**config.mk**
```make
export PLATFORM = sky130hd
export DESIGN_NAME = nibble_fifo
export DESIGN_NICKNAME = d
export VERILOG_FILES = /design/src/rtl/nibble_rx_pkg.sv /design/src/rtl/nibble_rx_checker_fifo.sv
export SDC_FILE = /design/constraint.sdc
export NUM_CORES = 1
export LEC_CHECK = 0
export ABC_CLOCK_PERIOD_IN_PS = 2400
export BUFFER_PORTS_ARGS = -buffer_cell sky130_fd_sc_hd__buf_4
export CORE_MARGIN = 5
export CORE_UTILIZATION = 55
export DETAILED_ROUTE_END_ITERATION = 16
export PLACE_DENSITY = 0.83
export SYNTH_ARGS = -nofsm -noshare
export SYNTH_HDL_FRONTEND = slang
export SYNTH_SLANG_ARGS = --single-unit
```
**constraint.sdc**
```tcl
create_clock -name clk -period 2.4 [get_ports clk]
set_input_delay 0.12 -clock clk [delete_from_list [all_inputs] [get_ports clk]]
set_output_delay 0.12 -clock clk [all_outputs]
set_load 0.01 [all_outputs]
```
**src/rtl/nibble_rx_pkg.sv**
```systemverilog
// Shared types and helpers for the 4-state-safe nibble receiver.
package nibble_rx_pkg;

  typedef logic [3:0] nibble_t;

  typedef enum logic [1:0] {
    IDLE,
    SAMPLE,
    BAD_EN
  } sample_class_e;

  // True when any bit is X or Z; reduction XOR propagates unknowns.
  function automatic logic has_xz(nibble_t n);
    return (^n === 1'bx);
  endfunction

  function automatic sample_class_e classify_en(logic en);
    if (en === 1'b0) return IDLE;
    if (en === 1'b1) return SAMPLE;
    return BAD_EN;
  endfunction

endpackage

```
**src/rtl/nibble_rx_checker_fifo.sv**
```systemverilog
// First-word-fall-through nibble FIFO; head entry is visible on rd_data whenever not empty.
module nibble_fifo
  import nibble_rx_pkg::*;
#(
  parameter int DEPTH = 4
) (
  input  logic    clk,
  input  logic    rst,
  input  logic    push,
  input  logic    pop,
  input  nibble_t wr_data,
  output nibble_t rd_data,
  output logic    full,
  output logic    empty
);

  localparam int PTR_W = $clog2(DEPTH);
  localparam int OCC_W = PTR_W + 1;

  nibble_t            mem_q [DEPTH];
  nibble_t            mem_d [DEPTH];
  logic [PTR_W-1:0]   wr_ptr_q, wr_ptr_d;
  logic [PTR_W-1:0]   rd_ptr_q, rd_ptr_d;
  logic [OCC_W-1:0]   occ_q, occ_d;
  logic               full_q, full_d;
  logic               empty_q, empty_d;

  always_comb begin
    mem_d    = mem_q;
    wr_ptr_d = wr_ptr_q;
    rd_ptr_d = rd_ptr_q;
    occ_d    = occ_q;
    if (push) begin
      mem_d[wr_ptr_q] = wr_data;
      wr_ptr_d        = wr_ptr_q + PTR_W'(1);
    end
    if (pop) begin
      rd_ptr_d = rd_ptr_q + PTR_W'(1);
    end
    case ({push, pop})
      2'b10:   occ_d = occ_q + OCC_W'(1);
      2'b01:   occ_d = occ_q - OCC_W'(1);
      default: occ_d = occ_q;
    endcase
    // Flags are registered from the next occupancy so they move with it.
    full_d  = (occ_d == OCC_W'(DEPTH));
    empty_d = (occ_d == '0);
  end

  always_ff @(posedge clk) begin
    if (rst) begin
      mem_q    <= '{default: '0};
      wr_ptr_q <= '0;
      rd_ptr_q <= '0;
      occ_q    <= '0;
      full_q   <= 1'b0;
      empty_q  <= 1'b1;
    end else begin
      mem_q    <= mem_d;
      wr_ptr_q <= wr_ptr_d;
      rd_ptr_q <= rd_ptr_d;
      occ_q    <= occ_d;
      full_q   <= full_d;
      empty_q  <= empty_d;
    end
  end

  assign rd_data = mem_q[rd_ptr_q];
  assign full    = full_q;
  assign empty   = empty_q;

endmodule

```
# Word-level counts from Yosys, hierarchy flattened
# Index checks and enable logic that the tools add are counted.
op_classes:
  bitwise_logic: 2
  mux: 7
  n_eq_ne: 3
  addsub: 4
  magnitude_cmp: 3
  n_reduce_logical: 2
op_table:
  columns: ["operator", "n"]
  rows:
  - ["bitwise mux 16 bit", 1]
  - ["2-to-1 mux 4 bit", 3]
  - ["binary-select mux 4 bit (select 2 bit)", 1]
  - ["demux 4 bit (select 2 bit)", 1]
  - ["greater-or-equal comparator 3 bit (second input constant)", 2]
  - ["NOT 2 -> 3 bit", 2]
  - ["case mux 3 bit (2 select lines)", 1]
  - ["adder 2 x 1 -> 2 bit (second input constant)", 2]
  - ["adder 3 x 1 -> 3 bit (second input constant)", 1]
  - ["equality test 3 bit (second input constant)", 1]
  - ["zero test 3 bit", 1]
  - ["less-than comparator 3 x 1 -> 1 bit (second input constant)", 1]
  - ["subtractor 3 x 1 -> 3 bit (second input constant)", 1]
  - ["equality test 2 x 1 -> 1 bit (second input constant)", 1]
  - ["equality test 2 bit (second input constant)", 1]
  - ["logical AND 1 bit", 1]
word_totals:
  output_inout_bits: 6
  in_bits: 8
  wordCells: 30
  register_bits: 25

# Logic depth before layout (Yosys ltp)
depth:
  word_depth: 6
  ltp_mapped: 7
  depth_no_buf: 6

# Worst setup path after synthesis
# No wires, ideal clock.
synth_path:
  path_type: "input port to flip-flop"
  startpoint: "in push"
  endpoint: "reg empty_q, in the netlist empty"
  setup_time_ns: 0.122
  t_required_ns: 2.278
  setup_slack_ns: 0.542
  arrival_time_ns: 1.736
  path_buffers: 1
  path_stages: 7
  path_cell_list: "clkbuf_1 > inv_1 > ha_1 > fa_1 > xnor2_1 > or4_4 > o311a_1"
synth_via:
  elab_chain_len: 3
  elab_cells_between_ends: 4
  cone_classes: "2 x eq/ne; 1 x mux; 1 x reduce/logical"
synth_rtl:
  columns: ["item", "line_no", "text"]
  rows:
  - ["start: declaration", "nibble_rx_checker_fifo.sv:9", "input logic push,"]
  - ["equality test 2 x 1 -> 1 bit or equality test 2 bit (tied branches)", "nibble_rx_checker_fifo.sv:40", "case ({push, pop})"]
  - ["case mux 3 bit (2 select lines) *", "nibble_rx_checker_fifo.sv:40", null]
  - ["zero test 3 bit *", "nibble_rx_checker_fifo.sv:47", "empty_d = (occ_d == '0);"]
  - ["end signal: assignment", "nibble_rx_checker_fifo.sv:64", "empty_q <= empty_d;"]
  - ["end: declaration", "nibble_rx_checker_fifo.sv:26", "logic empty_q, empty_d;"]
# Every way passes the cells marked *; elsewhere a longest branch is shown, timed or not.
# A chain may end at the register's enable or synchronous reset.

# Worst setup path after layout
layout_path:
  startpoint: "reg rd_ptr_q[0]"
  endpoint: "out rd_data[3]"
layout_via:
  elab_chain_len: 4
layout_rtl:
  columns: ["item", "line_no", "text"]
  rows:
  - ["start: declaration", "nibble_rx_checker_fifo.sv:23", "logic [PTR_W-1:0] rd_ptr_q, rd_ptr_d;"]
  - ["start signal: assignment", "nibble_rx_checker_fifo.sv:61", "rd_ptr_q <= rd_ptr_d;"]
  - ["NOT 2 -> 3 bit (implied by the code)", "nibble_rx_checker_fifo.sv:68", "assign rd_data = mem_q[rd_ptr_q];"]
  - ["binary-select mux 4 bit (select 2 bit)", "nibble_rx_checker_fifo.sv:68", null]
  - ["2-to-1 mux 4 bit (implied by the code) (2 in a row)", "nibble_rx_checker_fifo.sv:68", null]
  - ["end: declaration", "nibble_rx_checker_fifo.sv:12", "output nibble_t rd_data,"]
# No other way between the ends. The select of a mux whose other input is x is not followed.

==> impl_metrics.py <==
metrics = {
    "die": {
        "num_rows": 16,
        "io_pins": 14,
        "core-area_um2": 1960,
        "initial_core_util_pct": 57.4,
        "die_x_um": 55.3,
        "dieArea_um2": 3050,
        "die_h_um": 55.3,
    },
    "clocking": {
        "cts_tree": "yes",
        "holdBufCountCts": 0,
        "cts_resized": 0,
        "path_clk_slew_ps": 130,
        "cts_made_buffers": 3,
        "worstSkewPairLatency_ps": 320,
        "htree_num_levels": 1,
        "clockBufferDepth": 2,
        "cts_sinks": 25,
        "post_cts_buffers": 0,
        "clock-root-buffer": "clkbuf_4",
    },
    "drt": {
        "drtIter0Drc": 22,
        "num_vias": 892,
        "ant_nets": 0,
        "wl_per_cell_um": 13.6,
        "drc": 0,
        "routed_via_density": 5.61,
        "drt_pass1_iterations": 4,
        "drt_wl_total_um": 2170,
    },
    "final_layout": {
        "post-route-util_pct": 63.5,
        "layout_commonest_cell": "dfxtp_1",
        "n_antenna_cell": 0,
        "final_net_count": 147,
        "fin_area_um2": 1250,
        "final_cell_mix": "25 x dfxtp_1, 23 x nand2_1, 16 x nand3_1, 16 x a21oi_1, 13 x buf_4",
        "drive_gt1_share_pct": 17.4,
        "instances_no_fill": 159,
        "area_delta_synth_final_pct": 10.7,
    },
    "setup_path": {
        "startpoint_type": "flip-flop",
        "worst-path-buf-inv": 1,
        "critPathMaxStageDelay_ps": 540,
        "cp_cell_sequence": "mux4_2 > buf_4",
        "crit_path_top_delay_cell": "mux4_2",
        "criticalPathCategory": "reg2out",
        "critPathArrivalTime_ps": 1550,
        "cp.required_ps": 2280,
        "crit_path_end_kind": "primary output",
        "crit_fanout": 6,
        "path_delay_family": "multiplexers",
    },
    "logic_synthesis": {
        "ys_ff_latch": 25,
        "synth_ff_type": "dfxtp_1",
        "synth.area.top_cells": "dfxtp_1 44%, mux4_2 8.0%, nand2_1 7.7%, a21oi_1 7.1%, nand3_1 7.1%",
        "yosysWarnings": 0,
        "synth_cell_types": 22,
        "synthArstFlopShare_pct": 0,
        "avgSynthCellArea_um2": 9.23,
        "synth_area_um2": 1130,
        "netlist_instances": 122,
        "synth_top_cell_area_share_pct": 44.4,
        "syn-num-nets": 136,
        "yosysTopAreaCell": "dfxtp_1",
        "synth-edff-count": 0,
        "synth_seq_area_share_pct": 44.4,
    },
    "placement": {
        "io_buffer_count": 13,
        "place_ws_ps": 513,
        "place_area_um2": 1220,
        "gp_congestion": 0.856,
        "dp.cells": 155,
        "dp_hpwl_um": 1600,
    },
    "grt": {
        "grt_use_total_pct": 15.5,
        "grt_pass1_wl_um": 3800,
        "antenna_found_initial": 0,
        "grt_remaining_overflow": 0,
        "grt_pass1_vias": 852,
        "grt_use_met3_pct": 3.73,
        "grt_busiest_layer": "met2",
        "grt_use_met1_pct": 19.6,
        "grt_start_max_net_pins": 26,
        "grt_use_met2_pct": 23.6,
    },
    "status": {
        "status": "finished clean",
    },
    "sta": {
        "final.setup.worst_slack_ps": 728,
        "rsz0062_at_grt": "false",
        "max_freq_mhz": 598,
        "hold_violations": 0,
        "period_share_pct": 69.7,
        "finalSetupViolCount": 0,
        "fin_skew_ps": 2.49,
        "fin_hold_ws_ps": 59.0,
        "min_period_ps": 1670,
        "maxSlewViolCount": 0,
        "fin_tns_setup_ps": 0,
        "tightest_slew_ps": 320,
        "max_slew_margin_pct": 78.6,
    },
    "pwr": {
        "power-per-cell-area_nw_per_um2": 662,
        "leakagePower_nw": 0.478,
        "ir_drop_v": 0.000320,
        "power_mw": 0.825,
    },
    "worst_hold_path": {
        "min_path_type": "in2reg",
    },
    "run": {
        "drv_cap": 0,
    },
}
[cells in the mapped netlist, types with 2 or more instances]
| cell type | number |
|---|---|
| nand3_1 | 16 |
| xnor2_1 | 3 |
| mux4_2 | 4 |
| inv_1 | 3 |
| ha_1 | 5 |
| nor2_1 | 7 |
| mux2i_1 | 2 |
| nor2b_1 | 2 |
| dfxtp_1 | 25 |
| nand2_1 | 23 |
| clkbuf_1 | 3 |
| buf_2 | 3 |
| xor2_1 | 2 |
| a21oi_1 | 16 |
[flip-flops by register name (all words and copies together) (netlist names)]
name / cells
wr_ptr_q: 2
rd_ptr_q: 2
empty: 1
mem_q: 16
occ_q: 3
full: 1
[routing by layer]
metal	up-vias	share of wire [%]
li1	440	-
met1	422	46
met2	25	46
met3	5	5.1
met4	0	2.2
met5	-	0
[path summary, 6_finish.rpt]
| check | from | to | slack, ps | depth (start not counted) |
|---|---|---|---|---|
| setup / recovery | rd_ptr_q[0]$_SDFFE_PP0P_ | rd_data[3] | 730 | 2 |
| hold / removal | pop | rd_ptr_q[0]$_SDFFE_PP0P_ | 60 | 3 |
| setup reg to reg | occ_q[0]$_SDFF_PP0_ | empty$_SDFF_PP1_ | 760 | 4 |
| hold reg to reg | mem_q[14]$_SDFFE_PP0P_ | mem_q[14]$_SDFFE_PP0P_ | 460 | 2 |
[cells by family (layout without fill, tap and decap cells)]
kind of cell    after synthesis  count (layout)  synth area share, %
buf+inv                      10              20                 4.33
fa+ha+maj                     6               6                 7.33
flops                        25              25                 44.4
compound gates               19              19                 9.22
simple gates                 51              51                 21.0
xor+xnor                      5               5                 3.89
mux                           6               6                 9.78
[worst reg2reg max path: cells and delay by family, from the launching register on]
family	cells	cell delay, ps
fa+ha+maj	1	440
simple gates	1	440
flops	1	390
xor+xnor	1	160
compound gates	1	120
[power by group]
part	total (mW)	leakage, nW	switching (mW)	internal [mW]
Clock	0.192	0.0150	0.127	0.0651
Sequential	0.473	0.204	0.0275	0.445
Combinational	0.161	0.259	0.0818	0.0790
Total	0.825	0.478	0.236	0.589
[final cells by class]
type                       instances  area [µm²]
sequential                        25         500
fill                             160         716
inverter                           3        11.3
clock buffer                       4        26.3
timing repair buffer              13        97.6
multi-input combinational         87         577
tap                               27        33.8
No activity file was read; power rests on OpenSTA's default activity.
